File: config.mk
export PLATFORM = sky130hd
export DESIGN_NAME = riscv_soft_mem_arbiter
export DESIGN_NICKNAME = d
export VERILOG_FILES = /design/src/rtl/riscv_soft_mem_arbiter.sv
export SDC_FILE = /design/constraint.sdc
export NUM_CORES = 1
export LEC_CHECK = 0
export ABC_AREA = 1
export BUFFER_PORTS_ARGS = -buffer_cell sky130_fd_sc_hd__buf_2
export CAP_MARGIN = 20
export CELL_PAD_IN_SITES_DETAIL_PLACEMENT = 0
export CELL_PAD_IN_SITES_GLOBAL_PLACEMENT = 1
export CORE_MARGIN = 2
export CORE_UTILIZATION = 35
export CTS_BUF_LIST = sky130_fd_sc_hd__clkbuf_8
export DETAILED_ROUTE_END_ITERATION = 16
export GPL_TIMING_DRIVEN = 0
export MAX_ROUTING_LAYER = met4
export PLACE_DENSITY = 0.95
export SETUP_SLACK_MARGIN = 0.15
export SYNTH_ARGS = -nofsm -noshare
export SYNTH_HDL_FRONTEND = slang
export SYNTH_SLANG_ARGS = --single-unit
File: constraint.sdc
create_clock -name clk -period 2.6 [get_ports clk]
set_input_delay 0.39 -clock clk [delete_from_list [all_inputs] [get_ports clk]]
set_output_delay 0.39 -clock clk [all_outputs]
set_load 0.01 [all_outputs]
File: src/rtl/riscv_soft_mem_arbiter.sv
// Round-robin arbiter merging I-cache and D-cache traffic onto one memory port.
// Optional grant/conflict statistics counters are enabled by RISCV_SOFT_ARB_STATS_EN.
`timescale 1ns/1ps
module riscv_soft_mem_arbiter #(
    parameter int unsigned ADDR_WIDTH = 32,
    parameter int unsigned DATA_WIDTH = 32,
    parameter int unsigned LINE_BEATS = 4
) (
    input  logic                    clk,
    input  logic                    reset,
    input  logic                    i_req_valid,
    output logic                    i_req_ready,
    input  logic [ADDR_WIDTH-1:0]   i_req_addr,
    output logic                    i_resp_valid,
    output logic [DATA_WIDTH-1:0]   i_resp_data,
    output logic                    i_resp_last,
    input  logic                    d_req_valid,
    output logic                    d_req_ready,
    input  logic                    d_req_we,
    input  logic [ADDR_WIDTH-1:0]   d_req_addr,
    input  logic [DATA_WIDTH-1:0]   d_req_wdata,
    input  logic [DATA_WIDTH/8-1:0] d_req_wstrb,
    output logic                    d_resp_valid,
    output logic [DATA_WIDTH-1:0]   d_resp_data,
    output logic                    d_resp_last,
    output logic                    mem_req_valid,
    input  logic                    mem_req_ready,
    output logic                    mem_req_we,
    output logic [ADDR_WIDTH-1:0]   mem_req_addr,
    output logic [DATA_WIDTH-1:0]   mem_req_wdata,
    output logic [DATA_WIDTH/8-1:0] mem_req_wstrb,
    input  logic                    mem_resp_valid,
    input  logic [DATA_WIDTH-1:0]   mem_resp_data,
    output logic [31:0]             stat_i_grants,
    output logic [31:0]             stat_d_grants,
    output logic [31:0]             stat_conflicts
);

    localparam int unsigned BeatW = $clog2(LINE_BEATS);
    localparam int unsigned OffW  = $clog2(LINE_BEATS * DATA_WIDTH / 8);
    localparam logic [ADDR_WIDTH-1:0] LineMask =
        ~((ADDR_WIDTH'(1) << OffW) - ADDR_WIDTH'(1));
    localparam logic [BeatW-1:0] LastBeat = BeatW'(LINE_BEATS - 1);

    typedef enum logic [1:0] {StIdle, StReq, StResp} state_e;

    state_e           state_q;
    logic             last_grant_q;  // 1 = D granted most recently
    logic             owner_q;       // 1 = D owns the in-flight transaction
    logic             we_q;
    logic [BeatW-1:0] beat_q;
    logic             gnt_i, gnt_d;
    logic             final_beat;

    always_comb begin
        gnt_i = 1'b0;
        gnt_d = 1'b0;
        if (state_q == StIdle) begin
            if (i_req_valid && d_req_valid) begin
                gnt_i = last_grant_q;
                gnt_d = !last_grant_q;
            end else begin
                gnt_i = i_req_valid;
                gnt_d = d_req_valid;
            end
        end
    end

    // Readys are masked by reset so every output reads 0 while reset is held.
    assign i_req_ready = gnt_i & reset;
    assign d_req_ready = gnt_d & reset;
    assign final_beat  = we_q || (beat_q == LastBeat);

    always_ff @(posedge clk or negedge reset) begin
        if (!reset) begin
            state_q       <= StIdle;
            last_grant_q  <= 1'b1;
            owner_q       <= 1'b0;
            we_q          <= 1'b0;
            beat_q        <= '0;
            mem_req_valid <= 1'b0;
            mem_req_we    <= 1'b0;
            mem_req_addr  <= '0;
            mem_req_wdata <= '0;
            mem_req_wstrb <= '0;
            i_resp_valid  <= 1'b0;
            i_resp_data   <= '0;
            i_resp_last   <= 1'b0;
            d_resp_valid  <= 1'b0;
            d_resp_data   <= '0;
            d_resp_last   <= 1'b0;
        end else begin
            i_resp_valid <= 1'b0;
            d_resp_valid <= 1'b0;
            unique case (state_q)
                StIdle: begin
                    if (gnt_i || gnt_d) begin
                        state_q       <= StReq;
                        owner_q       <= gnt_d;
                        last_grant_q  <= gnt_d;
                        mem_req_valid <= 1'b1;
                        if (gnt_d) begin
                            we_q          <= d_req_we;
                            mem_req_we    <= d_req_we;
                            mem_req_addr  <= d_req_we ? d_req_addr : (d_req_addr & LineMask);
                            mem_req_wdata <= d_req_wdata;
                            mem_req_wstrb <= d_req_we ? d_req_wstrb : '0;
                        end else begin
                            we_q          <= 1'b0;
                            mem_req_we    <= 1'b0;
                            mem_req_addr  <= i_req_addr & LineMask;
                            mem_req_wdata <= '0;
                            mem_req_wstrb <= '0;
                        end
                    end
                end
                StReq: begin
                    if (mem_req_ready) begin
                        mem_req_valid <= 1'b0;
                        state_q       <= StResp;
                    end
                end
                StResp: begin
                    if (mem_resp_valid) begin
                        if (owner_q) begin
                            d_resp_valid <= 1'b1;
                            d_resp_data  <= we_q ? '0 : mem_resp_data;
                            d_resp_last  <= final_beat;
                        end else begin
                            i_resp_valid <= 1'b1;
                            i_resp_data  <= mem_resp_data;
                            i_resp_last  <= final_beat;
                        end
                        beat_q <= final_beat ? '0 : beat_q + BeatW'(1);
                        if (final_beat) state_q <= StIdle;
                    end
                end
                default: state_q <= StIdle;
            endcase
        end
    end

`ifdef RISCV_SOFT_ARB_STATS_EN
    always_ff @(posedge clk or negedge reset) begin
        if (!reset) begin
            stat_i_grants  <= '0;
            stat_d_grants  <= '0;
            stat_conflicts <= '0;
        end else begin
            if (gnt_i && stat_i_grants != 32'hFFFF_FFFF) stat_i_grants <= stat_i_grants + 32'd1;
            if (gnt_d && stat_d_grants != 32'hFFFF_FFFF) stat_d_grants <= stat_d_grants + 32'd1;
            if (state_q == StIdle && i_req_valid && d_req_valid &&
                stat_conflicts != 32'hFFFF_FFFF) begin
                stat_conflicts <= stat_conflicts + 32'd1;
            end
        end
    end
`else
    assign stat_i_grants  = '0;
    assign stat_d_grants  = '0;
    assign stat_conflicts = '0;
`endif

endmodule

; ---- Word-level counts from Yosys, hierarchy flattened
; Index checks and enable logic that the tools add are counted.
[totals]
reg_bits = 144
[op_classes]
eq_ne = 7
n_reduce_logical = 12
muxes = 26
bitwise_logic = 3
n_addsub = 1
[ops]
columns = cell, n
row1 = 32-bit two-way mux, 3
row2 = 1-bit two-way mux, 13
row3 = 4-bit two-way mux, 3
row4 = 2-bit two-way mux, 5
row5 = 3-bit AND reduction, 3
row6 = 2-bit != test (second input constant), 3
row7 = 2-bit one-hot mux with 3 select lines, 1
row8 = 2-bit == test (second input constant), 2
row9 = 2-bit AND reduction, 2
row10 = 4-bit AND reduction, 1
row11 = 2-bit by 1-bit adder with 2-bit output (second input constant), 1
row12 = 1-bit bitwise AND, 2
row13 = 2-bit by 1-bit == test with 1-bit output (second input constant), 1
row14 = 2-bit logical NOT, 1
row15 = 1-bit logical OR, 2
row16 = 2-bit by 1-bit != test with 1-bit output (second input constant), 1
row17 = 1-bit one-hot mux with 2 select lines, 1
row18 = 2-bit nonzero test, 1
row19 = 1-bit logical AND, 1
row20 = 1-bit logical NOT, 1
row21 = 1-bit inverter, 1

; ---- Logic depth before layout (Yosys ltp)
[depth]
depth_word = 6
mapped_depth = 7
ltp_nobuf = 6

; ---- Worst setup path after synthesis
; No wires, ideal clock.
[synth_path]
kind = reg-to-output
startpoint = reg state_q[0]
endpoint = out d_req_ready
stages_incl_launch_ff = 5
setup_slack_ns = 1.128
required_ns = 2.210
arrival_ns = 1.082
cell_sequence = dfrtp_1 nor2_2 nand3_2 buf_2 nor2_1
[synth_between]
elab_chain_cells = 3
[synth_rtl]
columns = item, line_no
row1 = start: declaration, 47  ; state_e state_q;
row2 = start signal: assignment, 76  ; state_q <= StIdle;
row3 = start signal: assignment, 98  ; state_q <= StReq;
row4 = start signal: assignment, 120  ; state_q <= StResp;
row5 = 2-bit logical NOT, 58  ; if (state_q == StIdle) begin
row6 = 1-bit two-way mux, 58
row7 = 1-bit bitwise AND, 71  ; assign d_req_ready = gnt_d & reset;
row8 = end: declaration, 18  ; output logic d_req_ready,
; No other way between the ends.

; ---- Worst setup path after layout
[layout_path]
startpoint = in reset
endpoint = out i_req_ready
[layout_between]
elab_chain_cells = 1
[layout_rtl]
columns = item, line_no
row1 = start: declaration, 10  ; input logic reset,
row2 = 1-bit bitwise AND, 70  ; assign i_req_ready = gnt_i & reset;
row3 = end: declaration, 12  ; output logic i_req_ready,
; No other way between the ends.

==> results.md <==
- Layout Nets: 1371
- Pre-Repair DR Iteration Count: 5
- Combinational family with the most area after synthesis: simple AND/OR/NAND/NOR gates
- Largest net degree at the start of global routing: 94
- Status: finished, final reports clean
- Routed len/inst: 13.07 µm
- Multi-input gate area: 0.002322 mm²
- HP Class: in -> reg
- Skew final: 0.01309 ns
- Final wirelength: 19740 µm
- Clock Pin Slew Worst Setup and Hold Paths: 0.08 ns
- Setup violators final: 0
- Row Count: 51
- Post-route insts no fill: 1510
- Worst EP required: 2.21 ns
- GPL Wtd Cong: 0.8020
- Clock sinks: 144
- Clock Latency Late Sink: 0.44 ns
- Global-route total usage across every layer: 18.92%
- Top FF cell, synth: dfrtp_1
- Starting Density: 35.58%
- PwrDens: 993.0 mW/mm²
- DRT iter0 DRCs: 220
- Via/cell ratio: 4.197
- Syn Area/Cell: 8.197 µm²
- Cells on worst reg2reg path: 6
- I/O pin cnt: 375
- Top cell type's share of synthesized area: 51.85%
- Fill count: 1989
- Final Instance Area: 0.009371 mm²
- P&R area growth vs syn: 35.79%
- List of most frequent post-synthesis cells: nand2_1 (307), dfrtp_1 (143), buf_4 (102), inv_1 (98), o21ai_0 (65)
- Seq/Total Area, Yosys: 52.23%
- Asr flop ratio synth: 100.0%
- Relative slew slack: 59.94%
- Total power: 9.306 mW
- Drt drc: 0
- Share of cells above drive strength 1: 35.61%
- Simple-Gate Fraction of Synth Area: 22.08%
- Max-cap violations: 0
- Post-route setup TNS: 0 ns
- First-pass GRT wire length: 29840 µm
- Crit share post-route: 87.51%
- Die area: 0.02086 mm²
- Vias in the first global route: 5904
- Min cycle time layout: 2.275 ns
- Synth area leader: dfrtp_1
- Multiplexer share of the synthesized area: 0%
- CTS max path bufs: 2
- Top post-synthesis cells by area: dfrtp_1 (52%), nand2_1 (17%), buf_4 (11%)
- CP Data Arrival Time: 1.89 ns
- CTS tree: yes
- Count leader, synth: nand2_1
- Final antenna-violating net count: 0
- Pins Over Slew Limit: 0
- IO buf count: 273
- Final Hold Viols: 0
- Post-synth EDFFs: 0
- VDD IR max: 0.0003542 V
- Setup bufs post-CTS: 0
- H-tree levels: 4
- Crit path max fanout: 54
- RSZ-0062 raised after global routing: false
- Synth unique cells: 25
- Fmax: 439.5 MHz
- Die width: 144.4 µm
- Compound-cell area share of the yosys netlist: 6.164%
- Least-Margin Pin Slew: 0.6009 ns
- Dpl cell area: 0.008990 mm²
- Synth Cell Area: 0.006902 mm²
- CTS root buffer: clkbuf_8
- FF+latch area: 0.003605 mm²
- Placed cells: 1476
- GRT Residual Overflow: 0
- Seq cells post-synth: 144
- Crit. End Element: output port
- Die Y: 144.4 µm
- CP Launch Type: input port
- Critical path class: in -> out
- Post-Synth XOR/XNOR Area: 0%
- Synth warnings: 0
- Vias: 6337
- Layout Utilization: 48.31%
- LEAKAGE: 5.764 nW
- Post-synthesis adder-cell area fraction: 0.1813%
- Post-detail-place hpwl: 15120 µm
- Core area: 0.01940 mm²
- CTS Buf Count: 17
- Hold Crit Depth: 2
- Initial antenna violation count: 1
- Mapped Cells: 842
[power by group]
part	leakage (nW)	total, mW	switching [mW]	internal, mW
clock network	0.178	1.68	0.964	0.715
logic	3.75	3.90	2.37	1.52
registers	1.83	3.73	0.527	3.21
total	5.76	9.31	3.86	5.44
[what timing repair did]
action                                 CTS  global route
gates resized for setup                  0             0
hold buffers                             1             0
endpoints found under the hold margin   50             0
[path summary, 6_finish.rpt]
kind,from,endpoint,slack (ns)
max in group asynchronous,reset,mem_req_wdata[7],1.25
max,reset,i_req_ready,0.32
max reg2reg,state_q[0],mem_req_addr[29],1.13
min,mem_req_ready,state_q[0],0.15
min in group asynchronous,reset,d_resp_data[26],0.48
min reg2reg,mem_req_addr[11],mem_req_addr[11],0.48
[flip-flops by register name (all words and copies together) (netlist names)]
register,count
mem_req_addr,32
state_q,2
last_grant_q,1
i_resp_data,32
we_q,1
d_resp_last,1
owner_q,1
i_resp_last,1
mem_req_valid,1
beat_q,2
i_resp_valid,1
mem_req_wdata,32
d_resp_valid,1
d_resp_data,32
mem_req_wstrb,4
[placed cells by master, fill, tap and decap left out, types with 2 or more instances in the layout]
cell type   synthesis  layout
nand3_2             2       2
inv_6               0       3
nand3_1            28      28
o21ai_1            17      17
conb_1              1      96
buf_6               2       3
clkbuf_1           11      11
inv_2               3       3
inv_1              98      98
nor2_1              2       2
clkinv_4            0       3
nand4_1            28      28
dfrtp_1           143     143
buf_4             102     102
clkinvlp_4          0       4
buf_2              23     295
o21ai_0            65      65
inv_8               0       3
nand2_1           307     307
clkbuf_8            0      18
[through the flow]
step / hold slack, ns / worst slack (ns)
after floorplan: 0.09441 / 1.128
after global placement: 0.4568 / -1.431
after detailed placement: 0.3894 / 0.8028
after CTS: 0.1145 / 0.2740
after global routing: 0.1288 / 0.1638
final: 0.1511 / 0.3248
[per-layer routing]
metal	wire (µm)	vias to the layer above	share of wire, %	global-route usage [%]
li1	-	3179	-	-
met1	8051	2896	41	21.82
met5	0	-	0	-
met2	9877	243	50	32.78
met3	1555	19	7.9	4.503
met4	252	0	1.3	5.723
[worst max-delay path, stage by stage]
cell	delay [ns]
dlygate4sd3_1	0.55
buf_6	0.43
o21ai_0	0.16
nor3_1	0.15
buf_2	0.17
[final cells by class]
cell class | instances | area share (%)
Antenna cell | 1 | 0.02670
Clock inverter | 14 | 1.295
Multi-Input combinational cell | 552 | 24.78
Tap cell | 265 | 3.538
Timing Repair Buffer | 275 | 15.05
Buffer | 139 | 10.12
Sequential cell | 144 | 38.46
Inverter | 102 | 4.085
Clock buffer | 18 | 2.644
[cells by family after synthesis]
group	Yosys count
DFF	144
AOI/OAI and AO/OA	84
buffers and inverters	241
adders and majority gates	1
and+or+nand+nor	371
other	1
Note: power is estimated with default switching activity, not from simulation.
